<file path="src/rtl/swt_debounce_sync.sv">
// Slide-switch conditioner: two-flop synchroniser, per-channel debounce,
// rise/fall pulses and a latest-value valid/ready change-event channel.
module swt_debounce_sync #(
  parameter int unsigned WIDTH        = 4,
  parameter int unsigned DEBOUNCE_CNT = 16,
  parameter int unsigned CNT_W        = 16
) (
  input  logic             clk,
  input  logic             rstb,
  input  logic [WIDTH-1:0] swt_in,
  output logic [WIDTH-1:0] swt_db,
  output logic [WIDTH-1:0] rise,
  output logic [WIDTH-1:0] fall,
  output logic             evt_valid,
  output logic [WIDTH-1:0] evt_data,
  input  logic             evt_ready,
  output logic             evt_overrun
);

  localparam logic [CNT_W-1:0] CNT_LAST = CNT_W'(DEBOUNCE_CNT - 1);

  typedef enum logic {
    EVT_IDLE = 1'b0,
    EVT_PEND = 1'b1
  } evt_state_t;

  logic [WIDTH-1:0] r_s1;
  logic [WIDTH-1:0] r_s2;
  logic [WIDTH-1:0] r_db;
  logic [WIDTH-1:0] r_rise;
  logic [WIDTH-1:0] r_fall;
  logic [CNT_W-1:0] r_cnt [WIDTH];
  logic [WIDTH-1:0] r_evt_data;
  logic             r_evt_overrun;
  evt_state_t       r_evt_state;

  logic [CNT_W-1:0] w_cnt_nxt [WIDTH];
  logic [WIDTH-1:0] w_db_nxt;
  logic             w_change;
  evt_state_t       w_evt_state_nxt;
  logic [WIDTH-1:0] w_evt_data_nxt;
  logic             w_evt_overrun_nxt;

  // Two-flop synchroniser; only r_s2 is used downstream.
  always_ff @(posedge clk) begin
    if (rstb) begin
      r_s1 <= '0;
      r_s2 <= '0;
    end else begin
      r_s1 <= swt_in;
      r_s2 <= r_s1;
    end
  end

  // Any cycle agreeing with the debounced level restarts that channel's count.
  always_comb begin
    w_db_nxt = r_db;
    for (int i = 0; i < int'(WIDTH); i++) begin
      w_cnt_nxt[i] = r_cnt[i];
      if (r_s2[i] == r_db[i]) begin
        w_cnt_nxt[i] = '0;
      end else if (r_cnt[i] == CNT_LAST) begin
        w_db_nxt[i]  = r_s2[i];
        w_cnt_nxt[i] = '0;
      end else begin
        w_cnt_nxt[i] = r_cnt[i] + CNT_W'(1);
      end
    end
  end

  assign w_change = |(w_db_nxt ^ r_db);

  always_ff @(posedge clk) begin
    if (rstb) begin
      for (int i = 0; i < int'(WIDTH); i++) begin
        r_cnt[i] <= '0;
      end
      r_db   <= '0;
      r_rise <= '0;
      r_fall <= '0;
    end else begin
      for (int i = 0; i < int'(WIDTH); i++) begin
        r_cnt[i] <= w_cnt_nxt[i];
      end
      r_db   <= w_db_nxt;
      r_rise <= w_db_nxt & ~r_db;
      r_fall <= r_db & ~w_db_nxt;
    end
  end

  // Event channel state register.
  always_ff @(posedge clk) begin
    if (rstb) begin
      r_evt_state   <= EVT_IDLE;
      r_evt_data    <= '0;
      r_evt_overrun <= 1'b0;
    end else begin
      r_evt_state   <= w_evt_state_nxt;
      r_evt_data    <= w_evt_data_nxt;
      r_evt_overrun <= w_evt_overrun_nxt;
    end
  end

  // A change arriving with an accept keeps the slot full without losing anything.
  always_comb begin
    w_evt_state_nxt   = r_evt_state;
    w_evt_data_nxt    = r_evt_data;
    w_evt_overrun_nxt = r_evt_overrun;
    case (r_evt_state)
      EVT_IDLE: begin
        if (w_change) begin
          w_evt_state_nxt = EVT_PEND;
          w_evt_data_nxt  = w_db_nxt;
        end
      end
      EVT_PEND: begin
        if (evt_ready) begin
          w_evt_overrun_nxt = 1'b0;
          if (w_change) begin
            w_evt_data_nxt = w_db_nxt;
          end else begin
            w_evt_state_nxt = EVT_IDLE;
          end
        end else if (w_change) begin
          w_evt_data_nxt    = w_db_nxt;
          w_evt_overrun_nxt = 1'b1;
        end
      end
      default: begin
        w_evt_state_nxt = EVT_IDLE;
      end
    endcase
  end

  assign swt_db      = r_db;
  assign rise        = r_rise;
  assign fall        = r_fall;
  assign evt_valid   = (r_evt_state == EVT_PEND);
  assign evt_data    = r_evt_data;
  assign evt_overrun = r_evt_overrun;

endmodule

</file>
<file path="config.mk">
export PLATFORM = sky130hd
export DESIGN_NAME = swt_debounce_sync
export DESIGN_NICKNAME = d
export VERILOG_FILES = /design/src/rtl/swt_debounce_sync.sv
export SDC_FILE = /design/constraint.sdc
export NUM_CORES = 1
export LEC_CHECK = 0
export CORE_MARGIN = 1
export CORE_UTILIZATION = 55
export DETAILED_ROUTE_END_ITERATION = 12
export PLACE_DENSITY_LB_ADDON = 0.3
export SYNTH_ARGS = -nofsm -noshare
export SYNTH_HDL_FRONTEND = slang
export SYNTH_SLANG_ARGS = --single-unit
</file>
<file path="constraint.sdc">
create_clock -name clk -period 2.8 [get_ports clk]
set_input_delay 0.56 -clock clk [delete_from_list [all_inputs] [get_ports clk]]
set_output_delay 0.56 -clock clk [all_outputs]
set_load 0.02 [all_outputs]
</file>
==> results.yml, run 1 <==
status:
  run_status: "complete, but fails checks"
  failed_checks: "design-rule violations"
worst_setup_path:
  critical_path.endpoint_type: "register"
  worst_path_required_time_ns: 3.07
  start_kind: "register"
  cp.arrival_ns: 2.75
  worst-setup-path-type: "register to register"
  crit_fanout: 9
timing:
  max_slew.worst_pin.slew_ns: 0.536
  clock_skew_ns: 0.00883
  timing.final.ws_setup_ns: 0.325
  max_freq_ghz: 0.404
  finalHoldViolCount: 0
  post-route-min-period_ns: 2.47
  final_min_period_over_clock_period: 0.884
  worst_hold_slack_ns: 0.448
  rsz_0062_raised_after_global_routing: "no"
  maxSlewHeadroom: 0.643
  setup_tns_ns: 0
  finalSetupViolations: 0
  final_max_slew_viol_count: 0
route:
  avgViaCountPerCell: 5.30
  ant_nets: 0
  wire_per_inst_um: 12.6
  routed_wl_um: 6510
  detailedRoute.firstPassIterationCount: 8
  route.vias.total: 2741
  drt-initial-drc-count: 86
  total_drc_errors_in_the_routed_layout: 2
logic_synthesis:
  synth-seq-area-share: 0.485
  post_synth_inst_count: 406
  synthesis.nets: 425
  ys.warnings.count: 0
  syn_avg_cell_area_um2: 9.15
  syn_area_um2: 3710
  synth.lib_cells_used.distinct: 29
  synth-seq-cells: 90
clock_tree:
  clkLatencyLatePin_ns: 0.35
  tritoncts: "yes"
  cts_root_buf: "clkbuf_8"
  clock_sink_count: 90
  path_clk_slew_ns: 0.09
  cts_buffers: 9
  max_buffers_root_to_sink: 2
  ctsHtreeMaxLevel: 3
die:
  placeableCoreArea_um2: 6420
  die_area_um2: 7090
  placementRows: 29
  io-pin-count: 25
  die_width_um: 84.2
  die_h_um: 84.2
  effective_utilization_at_floorplan: 0.578
pwr:
  design_power_total_mw: 2.13
  leakage_nw: 1.33
  power_density_nw_per_um2: 505
  power.ir.vdd_worst_v: 0.000354
placed_design:
  placed_cell_area_um2: 4030
  io_buffer_count: 24
  detailed_place_hpwl_um: 4510
  place_ws_ns: 0.186
  place.gp.congestion: 0.799
grt:
  grt_use_met1: 0.241
  pin_count_of_the_biggest_net_entering_global_routing: 17
  globalRouteOverflowTotal: 0
  grtUsageMet2: 0.338
  gr-max-usage-layer: "met2"
  global_route.usage.met3: 0.0659
  antenna_violations_before_repair: 0
  grt_usage: 0.200
  grt_pass1_wl_um: 11300
  via_count_of_the_first_global_routing_pass: 2618
cells_and_area:
  post_route_cells_drive_above_1_share: 0.0568
  final_design_area_no_fill_um2: 4210
  antennaDiodeCount: 0
  fillers: 549
  area_delta_synth_final_pct: 13.4
  final_nets: 454
run:
  max_cap_violations: 0
min_path:
  min_path_type: "register to register"
[flip-flops by register name, summed over array words and instances (netlist names)]
signal	count
evt_data	4
evt_overrun	1
evt_valid	1
fall	4
r_cnt	64
r_s1	4
r_s2	4
rise	4
swt_db	4
[critical path, cell delays in order (launching register included)]
cell      delay, ns
dfxtp_1        0.38
ha_1           0.23
and3_1         0.23
and4_1         0.25
mux2i_1        0.35
inv_1          0.09
ha_1           0.29
nand4_1        0.12
buf_4          0.18
a21oi_1        0.08
a211oi_1       0.19
[cells in the final DEF (no fill, tap or decap), drive strengths merged, types with 10 or more instances in the layout]
master | netlist | final
nor3 | 17 | 17
inv | 23 | 25
nand3 | 22 | 22
nor2 | 79 | 79
dfxtp | 90 | 90
nand4 | 15 | 15
clkdlybuf4s50 | 0 | 24
nor2b | 17 | 17
ha | 12 | 12
xnor2 | 52 | 52
clkbuf | 6 | 11
nor4 | 23 | 23
nand2 | 10 | 10
[area by class of cell]
cell class,instances,area (µm²),share of cell area
sequential,90,1800,0.428
multi-input combinational,282,1770,0.421
timing repair buffer,29,278,0.0659
clock buffer,11,141,0.0336
tap,77,96.3,0.0229
inverter,23,86.3,0.0205
clock inverter,5,37.5,0.00891
[through the flow]
stage / instances / utilization
after global placement: 500 / 0.627
final: 517 / 0.656
after CTS: 516 / 0.655
after global routing: 517 / 0.656
after detailed placement: 500 / 0.627
after floorplan: 406 / -
[cell usage after synthesis (all sizes together)]
cell	number	area, µm²
nand2	10	37.5
inv	23	86.3
clkbuf	6	22.5
and4	2	17.5
xor2	7	61.3
nor3	17	85.1
or3	3	18.8
nand4	15	93.8
xnor2	52	455
or2	1	6.26
buf	5	32.5
o31ai	1	7.51
dfxtp	90	1800
nand3	22	110
mux2i	4	40.0
nor4	23	159
nor2b	17	106
ha	12	150
or4	4	37.5
a21oi	3	15.0
nor2	79	297
and3	5	31.3
a211oi	5	42.5
[routing by layer]
| layer | share of wire | vias to the layer above |
|---|---|---|
| met2 | 0.47 | 42 |
| met1 | 0.48 | 1270 |
| met5 | 0 | - |
| met3 | 0.040 | 9 |
| li1 | - | 1420 |
| met4 | 0.013 | 0 |
[where the power goes]
part	internal, mW	total (mW)	leakage [nW]	switching [mW]
Combinational	0.0151	0.0325	0.519	0.0174
Sequential	1.29	1.29	0.727	0.00375
Clock	0.352	0.807	0.0863	0.455
[kinds of logic (layout without fill, tap and decap cells)]
kind of cell	after synthesis	after routing	synth area share
AND/OR/NAND/NOR	198	198	0.269
flip-flops	90	90	0.485
XOR/XNOR	59	59	0.139
buffers and inverters	34	68	0.0381
adder cells (fa/ha/maj)	12	12	0.0404
AO/OA/AOI/OAI	9	9	0.0175
multiplexers	4	4	0.0108
[final timing paths]
check | from | to | slack (ns) | cells past startpoint
hold reg to reg | r_s1[3]$_SDFF_PP0_ | r_s2[3]$_SDFF_PP0_ | 0.45 | 1
hold / removal | r_s1[3]$_SDFF_PP0_ | r_s2[3]$_SDFF_PP0_ | 0.45 | 1
setup / recovery | r_cnt[1][0]$_SDFF_PP0_ | evt_overrun$_SDFFE_PP0P_ | 0.33 | 10
setup reg to reg | r_cnt[1][0]$_SDFF_PP0_ | evt_overrun$_SDFFE_PP0P_ | 0.33 | 10
[repair_timing]
action                     4_1_cts  5_1_grt
hold buffers                     0        0
resized for setup                0        0
setup buffers                    0        1
setup endpoints to repair        0        2
Note: power is estimated with default switching activity, not from simulation.
==> run 2, diff against run 1 <==
==> constraint.sdc (replaced) <==
create_clock -name clk -period 3.2 [get_ports clk]
set_input_delay 0.64 -clock clk [delete_from_list [all_inputs] [get_ports clk]]
set_output_delay 0.64 -clock clk [all_outputs]
set_load 0.02 [all_outputs]
==> run 2 against run 1 <==
Net effect:
- the flow still finishes with violations (design-rule violations)
- routed wire length is 0.29% lower
- clock power down 9.5%
- combinational power shrank 13%
- critical path type unchanged
- largest power group unchanged
- highest routed layer unchanged
==> results.yml, run 2 (same netlist as run 1, synthesis figures left out) <==
status:
  run_status: "complete, but fails checks"
  failed_checks: "design-rule violations"
grt:
  antenna_violations_before_repair: 0
  grt_pass1_wl_um: 11000
  via_count_of_the_first_global_routing_pass: 2533
  pin_count_of_the_biggest_net_entering_global_routing: 17
  grt_usage: 0.195
  globalRouteOverflowTotal: 0
clock_tree:
  clock_sink_count: 90
  ctsHtreeMaxLevel: 3
  max_buffers_root_to_sink: 2
  cts-resized-gates: 0
  cts_root_buf: "clkbuf_8"
  cts_setup_buffers: 0
  clkLatencyLatePin_ns: 0.36
  tritoncts: "yes"
  path_clk_slew_ns: 0.09
  cts_buffers: 9
  cts-hold-fix-buffers: 0
min_path:
  min_path_type: "register to register"
  timing.hold.worst.start: "r_s1[2]$_SDFF_PP0_"
worst_setup_path:
  crit_fanout: 10
  worst_setup_path_startpoint: "r_cnt[3][0]$_SDFF_PP0_"
  rr_startpoint: "r_cnt[3][0]$_SDFF_PP0_"
  start_kind: "register"
  critical_path.endpoint_type: "register"
  cp.arrival_ns: 2.88
  worst-setup-path-type: "register to register"
  worst_path_required_time_ns: 3.43
timing:
  final_max_slew_viol_count: 0
  setup_tns_ns: 0
  final_min_period_over_clock_period: 0.828
  clock_skew_ns: 0.0163
  finalSetupViolations: 0
  timing.final.ws_setup_ns: 0.549
  rsz_0062_raised_after_global_routing: "no"
  finalHoldViolCount: 0
  maxSlewHeadroom: 0.638
  post-route-min-period_ns: 2.65
  max_freq_ghz: 0.377
  max_slew.worst_pin.slew_ns: 0.543
cells_and_area:
  largest_reg_flops: 64
  area_delta_synth_final_pct: 13.3
  post_route_cells_drive_above_1_share: 0.0525
  mostFrequentLayoutCell: "dfxtp_1"
  antennaDiodeCount: 0
  fillers: 512
  final_cells: 515
  registers.top_by_ff_count: "r_cnt"
  final_nets: 452
  final_cell_mix: "dfxtp_1, nor2_1, xnor2_1"
die:
  placeableCoreArea_um2: 6420
  die_width_um: 84.2
  effective_utilization_at_floorplan: 0.578
  die_area_um2: 7090
  placementRows: 29
  io-pin-count: 25
  die_h_um: 84.2
route:
  detailedRoute.firstPassIterationCount: 8
  ant_nets: 0
  route.vias.total: 2719
  drt-initial-drc-count: 68
  wire_per_inst_um: 12.6
  routed_wl_um: 6490
  total_drc_errors_in_the_routed_layout: 2
  avgViaCountPerCell: 5.28
pwr:
  power_frac_seq: 0.598
  leakage_nw: 1.34
  power.net_switching_uw: 400
  power_frac_comb: 0.015
  p_clk_frac: 0.387
  sw_frac_of_total: 0.212
  internal_power_mw: 1.49
  design_power_total_mw: 1.89
  power.ir.vdd_worst_v: 0.000324
  power_density_nw_per_um2: 448
placed_design:
  place.gp.congestion: 0.787
  io_buffer_count: 24
  detailed_place_hpwl_um: 4510
  placed_cells: 499
  place_ws_ns: 0.611
run:
  max_cap_violations: 0
## run 2: changes by cell type in the layout (fill, tap and decap cells not counted), sizes merged
cell | previous run | this run
buf | 5 | 3
clkbuf | 11 | 13
clkinv | 1 | 3
clkinvlp | 2 | 0
inv | 25 | 23
## run 2: final timing paths
path                              end  slack [ns]  cells past startpoint
max reg2reg  evt_overrun$_SDFFE_PP0P_        0.55                      9
min                r_s2[2]$_SDFF_PP0_        0.44                      1
min reg2reg        r_s2[2]$_SDFF_PP0_        0.44                      1
max          evt_overrun$_SDFFE_PP0P_        0.55                      9
## run 2: worst max-delay path, cell delays in order (launching register included)
cell	delay, ns
dfxtp_1	0.38
ha_1	0.22
and3_1	0.23
and4_1	0.28
mux2i_1	0.37
inv_1	0.10
ha_1	0.30
nand4_1	0.33
a21oi_1	0.26
a211oi_1	0.07
## run 2: routing by layer
layer  track usage  wire length [µm]  vias to the layer above
met5             0                 0                        -
met4        0.0893               133                        0
met3        0.0492               267                       12
met2         0.323              2990                       48
met1         0.241              3100                     1239
li1              -                 -                     1420
## run 2: layout make-up
cell class / instances / area, µm² / area share
sequential: 90 / 1800 / 0.428
multi-input combinational: 282 / 1770 / 0.421
clock buffer: 13 / 169 / 0.0401
inverter: 23 / 86.3 / 0.0205
tap: 77 / 96.3 / 0.0229
timing repair buffer: 27 / 263 / 0.0624
clock inverter: 3 / 22.5 / 0.00535
## run 2: metrics by stage
step,area (µm²),hold slack (ns),util
floorplan,3710,0.414,-
global placement,4020,0.420,0.626
detailed placement,4020,0.424,0.626
CTS,4210,0.445,0.656
global route,4210,0.467,0.656
finish,4210,0.443,0.656
## run 2: power groups by stage
stage	clock network [mW]	logic [mW]	registers (mW)
floorplan	0	0.0180	1.15
global placement	0	0.0285	1.15
detailed placement	0	0.0287	1.15
CTS	0.751	0.0289	1.13
global route	0.795	0.0322	1.13
finish	0.730	0.0283	1.13
==> run 3, diff against run 2 <==
==> constraint.sdc (replaced) <==
create_clock -name clk -period 2.5 [get_ports clk]
set_input_delay 0.5 -clock clk [delete_from_list [all_inputs] [get_ports clk]]
set_output_delay 0.5 -clock clk [all_outputs]
set_load 0.02 [all_outputs]
==> run 3 against run 2 <==
Net effect:
- the run still ends with design-rule violations left
- flip-flop and latch count unchanged
- largest power group unchanged
- cell count rose by 2.1%
- worst hold slack improved by 0.0017 ns
- critical path type unchanged
- non-clock buffer count rose by 11
- combinational power increased by 30%
- critical path depth decreased by 1
- die area unchanged
==> results.yml, run 3 (same netlist as run 1, synthesis figures left out) <==
status:
  run_status: "complete, but fails checks"
  failed_checks: "design-rule violations"
clock_tree:
  clock_sink_count: 90
  cts_root_buf: "clkbuf_8"
  cts_buffers: 9
  ctsHtreeMaxLevel: 3
  clkLatencyLatePin_ns: 0.34
  max_buffers_root_to_sink: 2
  path_clk_slew_ns: 0.08
  tritoncts: "yes"
worst_setup_path:
  worst_path_dominant_cell_family: "simple AND/OR/NAND/NOR gates"
  start_kind: "register"
  worst-setup-path-type: "register to register"
  flop2flop_setup_slack_ns: 0.12
  worst_path_largest_cell_delay_ns: 0.54
  path_buf_inv: 2
  crit_fanout: 10
  crit_chain: "or4_4 -> nor4_4 -> mux2i_2 -> inv_1 -> ha_1 -> nand4_1 -> buf_6 -> a211oi_1"
  worst_path_required_time_ns: 2.76
  critical_path.endpoint_type: "register"
  cp.arrival_ns: 2.64
  worst_path_max_delay_cell: "or4_4"
cells_and_area:
  final_nets: 463
  final_cell_mix: "dfxtp_1, nor2_1, xnor2_1"
  mostFrequentLayoutCell: "dfxtp_1"
  antennaDiodeCount: 0
  registers.top_by_ff_count: "r_cnt"
  post_route_cells_drive_above_1_share: 0.0846
  final_design_area_no_fill_um2: 4320
  largest_reg_flops: 64
  area_delta_synth_final_pct: 16.3
timing:
  final_min_period_over_clock_period: 0.952
  timing.final.ws_setup_ns: 0.120
  worst_hold_slack_ns: 0.445
  maxSlewHeadroom: 0.640
  rsz_0062_raised_after_global_routing: "yes"
  finalSetupViolations: 0
  finalHoldViolCount: 0
  max_freq_ghz: 0.420
  clock_skew_ns: 0.00614
  final_max_slew_viol_count: 0
  max_slew.worst_pin.slew_ns: 0.540
  post-route-min-period_ns: 2.38
route:
  routed-wl-met2_um: 2980
  avgViaCountPerCell: 5.19
  wirelength_met1_um: 3010
  total_drc_errors_in_the_routed_layout: 6
  routed_wl_um: 6350
  route.vias.total: 2732
  detailedRoute.firstPassIterationCount: 8
  wire_per_inst_um: 12.1
  routed.top_layer: "met4"
  wire_length_on_met3_um: 313
  ant_nets: 0
  drt-initial-drc-count: 94
grt:
  globalRouteOverflowTotal: 0
  grt_pass1_wl_um: 11400
  via_count_of_the_first_global_routing_pass: 2609
  antenna_violations_before_repair: 0
  pin_count_of_the_biggest_net_entering_global_routing: 17
  grt_usage: 0.202
pwr:
  power.ir.vdd_worst_v: 0.000350
  leakage_nw: 1.40
  power_density_nw_per_um2: 569
  design_power_total_mw: 2.46
die:
  die_area_um2: 7090
  io-pin-count: 25
  placeableCoreArea_um2: 6420
  placementRows: 29
  effective_utilization_at_floorplan: 0.578
  die_width_um: 84.2
  die_h_um: 84.2
min_path:
  min_path_type: "register to register"
placed_design:
  io_buffer_count: 24
  placed_cell_area_um2: 4110
  detailed_place_hpwl_um: 4450
  place_ws_ns: 0.0657
  place.gp.congestion: 0.762
run:
  max_cap_violations: 0
[run 3: final cells by class]
cell class                 count  area, µm²
tap                           77       96.3
sequential                    90       1810
inverter                      23       86.3
fill                         504       2100
timing repair buffer          38        349
clock inverter                 2       35.0
clock buffer                  14        163
multi-input combinational    282       1780
[run 3: where the power goes]
part | internal, mW | switching, mW | total (mW)
combinational | 0.0170 | 0.0199 | 0.0369
clock | 0.517 | 0.458 | 0.975
sequential | 1.44 | 0.00444 | 1.44
[run 3: through the flow]
| step | setup TNS [ns] | utilization | instances |
|---|---|---|---|
| floorplan | 0 | - | 406 |
| global placement | 0 | 0.639 | 510 |
| detailed placement | 0 | 0.639 | 510 |
| CTS | 0 | 0.670 | 526 |
| global route | -0.0264 | 0.673 | 526 |
| finish | 0 | 0.673 | 526 |
[run 3: path summary, 6_finish.rpt]
check                     startpoint                       end  cells past startpoint
min               r_s1[2]$_SDFF_PP0_        r_s2[2]$_SDFF_PP0_                      1
max          r_cnt[0][14]$_SDFF_PP0_  evt_data[3]$_SDFFE_PP0P_                      8
min reg2reg       r_s1[2]$_SDFF_PP0_        r_s2[2]$_SDFF_PP0_                      1
max reg2reg  r_cnt[0][14]$_SDFF_PP0_  evt_data[3]$_SDFFE_PP0P_                      8
[run 3: repair_timing]
item                                    4_1_cts  5_1_grt
endpoints found under the setup margin        0        6
setup buffers                                 0        0
hold buffers                                  0        0
hold endpoints to repair                      0        0
gates resized for setup                       0        6
[run 3: metal layers]
layer	track usage	up-vias
li1	-	1435
met2	0.333	42
met1	0.241	1251
met4	0.0737	0
met3	0.0767	4
met5	0	-
